$ cat config.mk
export PLATFORM = sky130hd
export DESIGN_NAME = fc_word_aligner_flat
export DESIGN_NICKNAME = d
export VERILOG_FILES = /design/src/rtl/fc_word_aligner_if.sv /design/src/rtl/fc_word_aligner.sv /design/src/flat_wrapper.sv
export SDC_FILE = /design/constraint.sdc
export NUM_CORES = 1
export LEC_CHECK = 0
export CORE_MARGIN = 2
export CORE_UTILIZATION = 54
export DETAILED_ROUTE_END_ITERATION = 10
export PLACE_DENSITY_LB_ADDON = 0.08
export RECOVER_POWER = 100
export SYNTH_ARGS = -nofsm -noshare
export SYNTH_HDL_FRONTEND = slang
export SYNTH_SLANG_ARGS = --single-unit
$ cat constraint.sdc
create_clock -name clk -period 2.15 [get_ports clk]
set_input_delay 0.43 -clock clk [delete_from_list [all_inputs] [get_ports clk]]
set_output_delay 0.43 -clock clk [all_outputs]
set_load 0.02 [all_outputs]
$ cat src/rtl/fc_word_aligner_if.sv
// Fast-command aligner bus: serial bit stream and relock in, aligned words and
// lock statistics out.
interface fc_word_aligner_if;
  localparam int unsigned WORD_W = 8;
  localparam int unsigned CMD_W  = 32;
  localparam int unsigned LOSS_W = 16;

  logic              fc_in;
  logic              relock;
  logic              locked;
  logic [WORD_W-1:0] word_out;
  logic              word_valid;
  logic              word_is_idle;
  logic [CMD_W-1:0]  cmd_count;
  logic [LOSS_W-1:0] lock_loss_count;

  modport master (
    output fc_in, relock,
    input  locked, word_out, word_valid, word_is_idle, cmd_count, lock_loss_count
  );

  modport slave (
    input  fc_in, relock,
    output locked, word_out, word_valid, word_is_idle, cmd_count, lock_loss_count
  );
endinterface

$ cat src/rtl/fc_word_aligner.sv
// Aligns the serial 320 MHz fast-command stream to 8-bit words by hunting for
// the IDLE pattern; emits one aligned word per 8 clocks once locked.
module fc_word_aligner #(
  parameter logic [7:0]  IDLE_WORD  = 8'hAC,
  parameter int unsigned LOCK_COUNT = 16,
  parameter int unsigned MAX_GAP    = 64
) (
  input  logic               clk,
  input  logic               aresetn,
  fc_word_aligner_if.slave   fc
);
  localparam int unsigned WORD_W = 8;
  localparam int unsigned PH_W   = 3;
  localparam int unsigned CNT_W  = 8;
  localparam int unsigned CMD_W  = 32;
  localparam int unsigned LOSS_W = 16;

  localparam logic [CNT_W-1:0]  LOCK_CNT = CNT_W'(LOCK_COUNT);
  localparam logic [CNT_W-1:0]  GAP_MAX  = CNT_W'(MAX_GAP);
  localparam logic [LOSS_W-1:0] LOSS_SAT = '1;

  typedef enum logic [1:0] {
    ST_SEARCH = 2'd0,
    ST_CHECK  = 2'd1,
    ST_LOCKED = 2'd2
  } state_t;

  state_t             state_q, state_nxt;
  logic [WORD_W-1:0]  sr_q, sr_nxt;
  logic [PH_W-1:0]    ph_q, ph_nxt;
  logic [CNT_W-1:0]   cnt_q, cnt_nxt;
  logic [CNT_W-1:0]   gap_q, gap_nxt;
  logic               locked_q, locked_nxt;
  logic [WORD_W-1:0]  word_q, word_nxt;
  logic               word_valid_q, word_valid_nxt;
  logic               word_idle_q, word_idle_nxt;
  logic [CMD_W-1:0]   cmd_q, cmd_nxt;
  logic [LOSS_W-1:0]  loss_q, loss_nxt;

  logic               is_idle;
  logic               boundary;
  logic [CNT_W-1:0]   cnt_inc;
  logic [CNT_W-1:0]   gap_inc;

  assign is_idle  = (sr_q == IDLE_WORD);
  assign boundary = (ph_q == '0);
  assign cnt_inc  = cnt_q + CNT_W'(1);
  assign gap_inc  = gap_q + CNT_W'(1);

  // State and output registers
  always_ff @(posedge clk or negedge aresetn) begin
    if (!aresetn) begin
      state_q      <= ST_SEARCH;
      sr_q         <= '0;
      ph_q         <= '0;
      cnt_q        <= '0;
      gap_q        <= '0;
      locked_q     <= 1'b0;
      word_q       <= '0;
      word_valid_q <= 1'b0;
      word_idle_q  <= 1'b0;
      cmd_q        <= '0;
      loss_q       <= '0;
    end else begin
      state_q      <= state_nxt;
      sr_q         <= sr_nxt;
      ph_q         <= ph_nxt;
      cnt_q        <= cnt_nxt;
      gap_q        <= gap_nxt;
      locked_q     <= locked_nxt;
      word_q       <= word_nxt;
      word_valid_q <= word_valid_nxt;
      word_idle_q  <= word_idle_nxt;
      cmd_q        <= cmd_nxt;
      loss_q       <= loss_nxt;
    end
  end

  // Next-state and output logic; relock overrides everything, including a word
  // that would otherwise be emitted on this boundary.
  always_comb begin
    sr_nxt         = {sr_q[WORD_W-2:0], fc.fc_in};
    ph_nxt         = ph_q + PH_W'(1);
    state_nxt      = state_q;
    cnt_nxt        = cnt_q;
    gap_nxt        = gap_q;
    word_nxt       = word_q;
    word_valid_nxt = 1'b0;
    word_idle_nxt  = word_idle_q;
    cmd_nxt        = cmd_q;
    loss_nxt       = loss_q;

    if (fc.relock) begin
      state_nxt = ST_SEARCH;
      cnt_nxt   = '0;
      gap_nxt   = '0;
      if (state_q == ST_LOCKED && loss_q != LOSS_SAT) begin
        loss_nxt = loss_q + LOSS_W'(1);
      end
    end else begin
      case (state_q)
        ST_SEARCH: begin
          // A match defines the word phase: this cycle becomes boundary zero.
          if (is_idle) begin
            ph_nxt    = PH_W'(1);
            cnt_nxt   = CNT_W'(1);
            state_nxt = ST_CHECK;
          end
        end
        ST_CHECK: begin
          if (boundary) begin
            if (is_idle) begin
              cnt_nxt = cnt_inc;
              if (cnt_inc == LOCK_CNT) begin
                state_nxt = ST_LOCKED;
                gap_nxt   = '0;
              end
            end else begin
              state_nxt = ST_SEARCH;
              cnt_nxt   = '0;
            end
          end
        end
        ST_LOCKED: begin
          if (boundary) begin
            word_nxt       = sr_q;
            word_idle_nxt  = is_idle;
            word_valid_nxt = 1'b1;
            if (is_idle) begin
              gap_nxt = '0;
            end else begin
              cmd_nxt = cmd_q + CMD_W'(1);
              gap_nxt = gap_inc;
              if (gap_inc == GAP_MAX) begin
                state_nxt = ST_SEARCH;
                gap_nxt   = '0;
                cnt_nxt   = '0;
                if (loss_q != LOSS_SAT) begin
                  loss_nxt = loss_q + LOSS_W'(1);
                end
              end
            end
          end
        end
        default: begin
          state_nxt = ST_SEARCH;
          cnt_nxt   = '0;
          gap_nxt   = '0;
        end
      endcase
    end

    locked_nxt = (state_nxt == ST_LOCKED);
  end

  assign fc.locked          = locked_q;
  assign fc.word_out        = word_q;
  assign fc.word_valid      = word_valid_q;
  assign fc.word_is_idle    = word_idle_q;
  assign fc.cmd_count       = cmd_q;
  assign fc.lock_loss_count = loss_q;

endmodule
$ cat src/flat_wrapper.sv
// flat-port wrapper written by rule: the top's interface ports become plain ports
module fc_word_aligner_flat 
#(
  parameter logic [7:0]  IDLE_WORD  = 8'hAC,
  parameter int unsigned LOCK_COUNT = 16,
  parameter int unsigned MAX_GAP    = 64
)
  (clk, aresetn, fc_fc_in, fc_relock, fc_locked, fc_word_out, fc_word_valid, fc_word_is_idle, fc_cmd_count, fc_lock_loss_count);
  fc_word_aligner_if fc_i ();
  input  logic clk;
  input  logic aresetn;
  input wire logic [$bits(fc_i.fc_in)-1:0] fc_fc_in;
  input wire logic [$bits(fc_i.relock)-1:0] fc_relock;
  output wire logic [$bits(fc_i.locked)-1:0] fc_locked;
  output wire logic [$bits(fc_i.word_out)-1:0] fc_word_out;
  output wire logic [$bits(fc_i.word_valid)-1:0] fc_word_valid;
  output wire logic [$bits(fc_i.word_is_idle)-1:0] fc_word_is_idle;
  output wire logic [$bits(fc_i.cmd_count)-1:0] fc_cmd_count;
  output wire logic [$bits(fc_i.lock_loss_count)-1:0] fc_lock_loss_count;
  assign fc_i.fc_in = fc_fc_in;
  assign fc_i.relock = fc_relock;
  assign fc_locked = fc_i.locked;
  assign fc_word_out = fc_i.word_out;
  assign fc_word_valid = fc_i.word_valid;
  assign fc_word_is_idle = fc_i.word_is_idle;
  assign fc_cmd_count = fc_i.cmd_count;
  assign fc_lock_loss_count = fc_i.lock_loss_count;
  fc_word_aligner #(.IDLE_WORD(IDLE_WORD), .LOCK_COUNT(LOCK_COUNT), .MAX_GAP(MAX_GAP)) u_core (.clk(clk), .aresetn(aresetn), .fc(fc_i));
endmodule
# == Yosys cells after proc, flatten, opt, wreduce, memory -nomap -nowiden ==
# Index checks and enable logic that the tools add are counted.
# word_totals
reg_bits,88
latchBits,0
ramBits,0
rom_bits,0
input_bits,4
out_inout_bits,59
n_memories,0
# classes
n_addsub,5
mul,0
div_mod_pow,0
order_cmp,0
eq_ne,17
shift,0
n_mux,38
n_bitwise,2
n_reduce_logical,12
# ops
op,count
16-bit two-way mux,7
8-bit two-way mux,14
8-bit one-hot mux with 3 select lines,2
32-bit by 1-bit adder with 32-bit output (second input constant),1
16-bit by 1-bit adder with 16-bit output (second input constant),1
8-bit by 1-bit adder with 8-bit output (second input constant),2
2-bit two-way mux,8
16-bit != test (second input constant),1
3-bit by 2-bit != test with 1-bit output (second input constant),5
5-bit AND reduction,2
3-bit two-way mux,3
8-bit by 5-bit == test with 1-bit output (second input constant),1
8-bit by 7-bit == test with 1-bit output (second input constant),1
8-bit == test (second input constant),1
2-bit nonzero test,4
3-bit != test (second input constant),2
2-bit one-hot mux with 3 select lines,1
6-bit AND reduction,1
2-bit == test (second input constant),2
2-bit != test (second input constant),2
4-bit AND reduction,1
3-bit by 1-bit adder with 3-bit output (second input constant),1
3-bit zero test,1
1-bit two-way mux,3
other kinds (6),7

# == Longest topological paths before layout ==
# Gate-level depths: netlist of run 1.
# depth
depth_word,8
ltp_mapped,8
mapped_depth_nobuf,7

# == Worst setup path before layout of run 1 ==
# OpenSTA, ideal clock, no wires.
# synth_path
path_kind,input-to-reg
start,input port fc_relock
end,register u_core.cmd_q[19] (netlist: u_core.fc.cmd_count[19])
setup_time_ns,0.129
arrival_ns,1.941
setup_slack_ns,0.080
stages,7
n_path_buf,2
cell_sequence,buf_6 or3b_1 buf_2 a211o_4 nor4_4 nand4_1 xnor2_1
# synth_via
elab_chain_len,2
# synth_rtl
element,line,rtl
"start, declared",flat_wrapper.sv:13,input wire logic [$bits(fc_i.relock)-1:0] fc_relock;
1-bit NOT (no source line),n/a,
4-bit AND reduction (no source line),n/a,
"end signal, assigned",fc_word_aligner.sv:74,cmd_q <= cmd_nxt;
"end, declared",fc_word_aligner.sv:37,"logic [CMD_W-1:0] cmd_q, cmd_nxt;"
# Every way passes these cells.
# A chain may end at the register's enable or synchronous reset.

# == Worst setup path after layout of run 1 ==
# layout_path
start,register u_core.ph_q[0]
end,register u_core.loss_q[6] (netlist: u_core.fc.lock_loss_count[6])
# layout_via
elab_chain_len,3
# layout_rtl
element,line,rtl
"start, declared",fc_word_aligner.sv:30,"logic [PH_W-1:0] ph_q, ph_nxt;"
"start signal, assigned",fc_word_aligner.sv:67,ph_q <= ph_nxt;
3-bit zero test,fc_word_aligner.sv:46,assign boundary = (ph_q == '0);
2-bit nonzero test (no source line),n/a,
6-bit AND reduction (no source line),n/a,
"end signal, assigned",fc_word_aligner.sv:75,loss_q <= loss_nxt;
"end, declared",fc_word_aligner.sv:38,"logic [LOSS_W-1:0] loss_q, loss_nxt;"
# Every way passes these cells.

==> results.toml, run 1 <==
[clock_tree]
h-tree-depth = 3
clkSinkCount = 88
cts_inserted_buffers = 9
cts_root_buf = "clkbuf_8"
tritoncts = "yes"
clk_latency_ns = 0.35
clock_path_buffers = 2
path_clk_slew_ns = 0.09

[critical_path]
cp-end-kind = "register"
critPathLaunchType = "register"
arrival_ns = 2.32
worst-setup-path-type = "reg2reg"
cp.required_ns = 2.39
crit_fanout = 9
crit_path_top_delay_cell = "a41o_1"
critPathMaxStageDelay_ns = 0.43
path_cells = "inv_1 -> ha_1 -> nor2b_1 -> a41o_1 -> clkbuf_2 -> nand4_1 -> xnor2_1"

[synth]
synth_nets = 381
syn-cell-area_mm2 = 0.00413
syn_area_per_cell_um2 = 11.1
async_reset_ff_frac = 1.00
seq_area_frac_synth = 0.533
synth_cell_types = 56
ys_ff_latch = 88
synth_ff_type = "dfrtp_1"
syn_inst = 371
yosys_warnings = 0
synth_edf_count = 0

[status]
status = "finished, final reports clean"

[sta]
finalSetupTns_ns = 0
finalCritPeriodShare = 0.968
worstMarginPinSlew_ns = 0.715
finalCriticalPeriod_ns = 2.08
clock_skew_ns = 0.0131
timing.fmax_ghz = 0.480
setup_viol = 0
relSlewSlack = 0.523
hold_viol = 0
grt_setup_unrepaired = "no"
final_max_slew_viol_count = 0

[hold_path]
hp-class = "reg2reg"

[die]
row_count = 31
io_pins = 63
die-area_mm2 = 0.00836
die_h_um = 91.4
fp.dieW_um = 91.4
core_mm2 = 0.00733
initial_core_util = 0.563

[placed_design]
place_congestion = 0.827
portBuffers = 62
hpwl_um = 6150

[layout]
layout_common_cells = "dfrtp_1 (88), dlygate4sd3_1 (61), xnor2_1 (39), nand3_1 (34), nand2_1 (24)"
syn_to_final_growth_pct = 26.4
final_common_cell = "dfrtp_1"
final_nets = 467
antenna_cells = 0
drive_gt1_frac = 0.130

[grt]
grt_pass1_wl_um = 14800
grt_overflow = 0
track_usage = 0.220
antenna_found_initial = 0
grt_max_degree = 45
first_global_vias = 3032

[flow_run]
drv_cap = 0

[power_and_ir_drop]
total_power_mw = 3.12
powerDensity_mw_per_mm2 = 598
vdd_drop_max_mv = 0.397
p_leak_nw = 2.50

[detailed_routing]
num_vias = 3175
drc = 0
routed_wl_um = 8490
via_per_inst = 5.67
wl_per_cell_um = 15.2
dr.first_iter.drc_count = 190
ant_nets = 0
firstDrtPassIters = 4
## state kept, by name, summed over array words and instances, names as in the netlist
register and cells:
u_core.fc.lock_loss_count 16, u_core.ph_q 3, u_core.fc.word_out 8, u_core.fc.locked 1, u_core.state_q 2, u_core.fc.word_is_idle 1
u_core.fc.cmd_count 32, u_core.sr_q 8, u_core.cnt_q 8, u_core.gap_q 8, u_core.fc.word_valid 1
## per-stage QoR
step	instances	hold slack, ns	cell area, um^2	setup slack [ns]	util
final	560	0.394	5220	0.0686	0.712
after global routing	560	0.413	5220	0.00565	0.712
after CTS	560	0.394	5240	0.110	0.715
after detailed placement	544	0.381	5010	-0.259	0.684
after global placement	544	0.380	5010	-0.207	0.684
after floorplan	371	0.134	4130	0.0799	-
## critical path: cells and delay by family, from the launching register on
| kind | cells | cell delay (ns) |
|---|---|---|
| and+or+nand+nor | 2 | 0.48 |
| xor gates and xnor gates | 1 | 0.15 |
| adders and majority gates | 1 | 0.19 |
| DFF | 1 | 0.41 |
| buffers and inverters | 2 | 0.33 |
| AOI/OAI and AO/OA | 1 | 0.43 |
## timing repair
item | in CTS | in global routing
hold buffers | 1 | 0
setup buffers | 0 | 0
endpoints found under the setup margin | 0 | 10
hold endpoints to repair | 6 | 0
resized for setup | 0 | 2
## layer usage
| metal | up-vias | GRT usage | wire, um |
|---|---|---|---|
| met5 | - | 0 | 0 |
| met4 | 0 | 0.0808 | 137 |
| met3 | 12 | 0.0390 | 377 |
| met2 | 87 | 0.341 | 3960 |
| met1 | 1557 | 0.312 | 4010 |
| li1 | 1519 | - | - |
## logic make-up after synthesis
group	Yosys count	synth area share
AND/OR/NAND/NOR	156	0.221
flip-flops	88	0.533
XOR/XNOR	47	0.0997
AO/OA/AOI/OAI	40	0.0725
buffers and inverters	22	0.0233
multiplexers	12	0.0321
adder cells (fa/ha/maj)	6	0.0182
## cell usage after synthesis, types with 3 or more instances
cell / n / area share
dfrtp_1: 88 / 0.53
xnor2_1: 39 / 0.083
nand3_1: 34 / 0.041
nand2_1: 24 / 0.022
nand4_1: 20 / 0.030
nor2_1: 19 / 0.017
and4_1: 10 / 0.021
clkbuf_1: 10 / 0.0091
mux2_2: 10 / 0.027
and3_1: 8 / 0.012
inv_1: 8 / 0.0073
xor2_1: 8 / 0.017
and2_1: 6 / 0.0091
ha_1: 6 / 0.018
o21ai_0: 6 / 0.0073
a21o_1: 4 / 0.0073
a31oi_1: 4 / 0.0061
nand3b_1: 4 / 0.0073
o31ai_1: 4 / 0.0073
a21oi_1: 3 / 0.0036
nand2b_1: 3 / 0.0045
nor3_1: 3 / 0.0036
nor4_1: 3 / 0.0045
or2_2: 3 / 0.0045
## worst paths after layout
kind | start | endpoint | slack, ns | cells after the start
min in group asynchronous | aresetn | u_core.fc.word_out[6] | 0.66 | 2
worst min register to register | u_core.sr_q[2] | u_core.sr_q[3] | 0.39 | 0
worst max register to register | u_core.ph_q[0] | u_core.fc.lock_loss_count[6] | 0.07 | 7
worst max-delay path | u_core.ph_q[0] | u_core.fc.lock_loss_count[6] | 0.07 | 7
worst min-delay path | u_core.sr_q[2] | u_core.sr_q[3] | 0.39 | 0
max in group asynchronous | aresetn | u_core.ph_q[1] | 0.37 | 3
## layout make-up
cell class	count	area, um^2
multi-input combinational	261	1840
clock buffer	10	138
sequential	88	2200
clock inverter	5	81.3
inverter	8	30.0
tap	99	124
timing repair buffer	89	805
fill	560	2110
## power breakdown
part | internal, mW | switching, mW | total [mW] | leakage (nW)
combinational | 0.0569 | 0.102 | 0.159 | 1.18
sequential | 1.69 | 0.0274 | 1.71 | 1.20
clock | 0.680 | 0.571 | 1.25 | 0.108
total | 2.42 | 0.701 | 3.12 | 2.50
Note: power is estimated with default switching activity, not from simulation.
==> inputs of run 2 (changes only) <==
--- a/config.mk
+++ b/config.mk
@@ -8,6 +8,7 @@
 export CORE_MARGIN = 2
 export CORE_UTILIZATION = 54
 export DETAILED_ROUTE_END_ITERATION = 10
+export GPL_TIMING_DRIVEN = 0
 export PLACE_DENSITY_LB_ADDON = 0.08
 export RECOVER_POWER = 100
 export SYNTH_ARGS = -nofsm -noshare
==> run 2 against run 1 <==
The flow now finishes with violations (max-capacitance violations, max-slew violations). Maximum frequency is 2.0% higher. Count of clock-buffer cells in the layout is 2 higher. Largest power group unchanged. Global-route usage is 0.26 points lower. Total power is 2.5% lower. First-iteration DRC count is 40% lower.
==> results.toml, run 2 (same netlist as run 1, synthesis figures left out) <==
[status]
status = "finished with violations"
violations = "max-capacitance violations, max-slew violations"

[placed_design]
portBuffers = 61
hpwl_um = 5880
place_congestion = 0.825
post-place-cells = 532

[grt]
grt_pass1_wl_um = 14700
antenna_found_initial = 0
grt_max_degree = 57
grt_overflow = 0
track_usage = 0.218
first_global_vias = 3154

[critical_path]
cp-end-kind = "register"
crit_fanout = 10
critPathLaunchType = "register"
cp.required_ns = 2.42
cpMostUsedCell = "buf_4"
crit_path_end = "u_core.fc.cmd_count[18]"
r2r_cells = 8
critPathLaunch = "u_core.state_q[1]"
r2r_setup_slack_ns = 0.11
path_cells = "buf_4 -> or3b_1 -> buf_2 -> a211oi_2 -> buf_4 -> nand3_2 -> nor2_1 -> xor2_1"
arrival_ns = 2.32
worst-setup-path-type = "reg2reg"
reg2reg_from = "u_core.state_q[1]"
path_delay_family = "simple AND/OR/NAND/NOR gates"
crit_path_top_delay_cell = "or3b_1"
reg2reg_to = "u_core.fc.cmd_count[18]"
critPathBufInv = 3
cp.depth = 8
critPathMaxStageDelay_ns = 0.35

[clock_tree]
cts_root_buf = "clkbuf_8"
cts-hold-fix-buffers = 0
h-tree-depth = 3
clkSinkCount = 88
clk_latency_ns = 0.35
tritoncts = "yes"
path_clk_slew_ns = 0.09
clock_path_buffers = 2
cts_inserted_buffers = 9

[layout]
final_nets = 455
layout_common_cells = "dfrtp_1 (88), clkdlybuf4s50_1 (50), xnor2_1 (39), nand3_1 (33), nand2_1 (24)"
drive_gt1_frac = 0.127
fin_cells = 549
fill_cells = 529
largest_reg_flops = 32
syn_to_final_growth_pct = 25.1
antenna_cells = 0
final_common_cell = "dfrtp_1"

[detailed_routing]
wl_met3_um = 298
num_vias = 3097
drc = 0
ant_nets = 0
highest_layer = "met4"
firstDrtPassIters = 4
via_per_inst = 5.64
wl_per_cell_um = 15.3
dr.first_iter.drc_count = 114
routed_wl_um = 8420
wl_met1_um = 4020
met2WireLength_um = 3980

[sta]
worstMarginPinSlew_ns = 1.83
clock_skew_ns = 0.0131
hold_viol = 0
grt_setup_unrepaired = "yes"
final_max_slew_viol_count = 33
finalCriticalPeriod_ns = 2.04
timing.fmax_ghz = 0.490
setup_viol = 0
relSlewSlack = -0.222
finalCritPeriodShare = 0.949

[die]
row_count = 31
io_pins = 63
core_mm2 = 0.00733
die-area_mm2 = 0.00836
initial_core_util = 0.563
fp.dieW_um = 91.4
die_h_um = 91.4

[flow_run]
drv_cap = 1

[hold_path]
hp-class = "in2reg"

[power_and_ir_drop]
vdd_drop_max_mv = 0.334
p_leak_nw = 2.25
powerDensity_mw_per_mm2 = 589
total_power_mw = 3.04
-- run 2: cell count changes in the layout (fill, tap and decap cells not counted), sizes merged --
cell / before / now
clkbuf: 19 / 21
clkinv: 2 / 1
clkinvlp: 1 / 2
clkdlybuf4s50: 1 / 50
dlygate4sd3: 61 / 10
buf: 18 / 7
bufinv: 2 / 1
nor2: 20 / 21
-- run 2: timing repair --
item                                    in CTS  in global routing
pin swaps                                    1                  1
gates resized for setup                      7                 14
endpoints found under the hold margin        0                  0
gates cloned                                 0                  1
endpoints found under the setup margin      23                 44
buffers inserted                             0                  2
-- run 2: worst min path at each step --
| stage | startpoint | end | slack (ns) | depth (start not counted) |
|---|---|---|---|---|
| after CTS | aresetn | u_core.cnt_q[2] | 0.03 | 1 |
| final | fc_relock | u_core.state_q[0] | 0.28 | 2 |
| after detailed placement | u_core.sr_q[5] | u_core.sr_q[6] | 0.38 | 0 |
| after global placement | u_core.sr_q[5] | u_core.sr_q[6] | 0.38 | 0 |
| after global routing | fc_relock | u_core.state_q[0] | 0.28 | 2 |
| after floorplan | aresetn | u_core.cnt_q[0] | 0.13 | 0 |
-- run 2: where the power goes --
part / total, mW / switching, mW / internal (mW)
Combinational: 0.173 / 0.105 / 0.0681
Sequential: 1.72 / 0.0306 / 1.69
Clock: 1.16 / 0.583 / 0.572
-- run 2: per-stage QoR --
stage | area, um^2 | hold WS [ns] | utilization | setup slack, ns | setup TNS, ns
3_3_place_gp | 4860 | 0.378 | 0.663 | -2.54 | -223.94
4_1_cts | 5110 | 0.0274 | 0.697 | 0.0131 | 0
2_1_floorplan | 4130 | 0.134 | - | 0.0799 | 0
3_5_place_dp | 4890 | 0.383 | 0.667 | -0.167 | -1.26
5_1_grt | 5160 | 0.284 | 0.705 | -0.0337 | -0.0612
6_report | 5160 | 0.280 | 0.705 | 0.109 | 0
-- run 2: final cells by class --
class                   count  area (um^2)  area share
inverters                   8         30.0     0.00581
plain buffers              12         66.3      0.0128
clock buffers              12          145      0.0281
well taps                  99          124      0.0240
multi-input cells         262         1900       0.367
repair buffers             64          647       0.125
flip-flops and latches     88         2200       0.426
clock inverters             4         53.8      0.0104
-- run 2: metal layers --
metal  track usage  up-vias
met1         0.304     1520
met3        0.0382       12
met5             0        -
li1              -     1495
met2         0.338       70
met4        0.0884        0
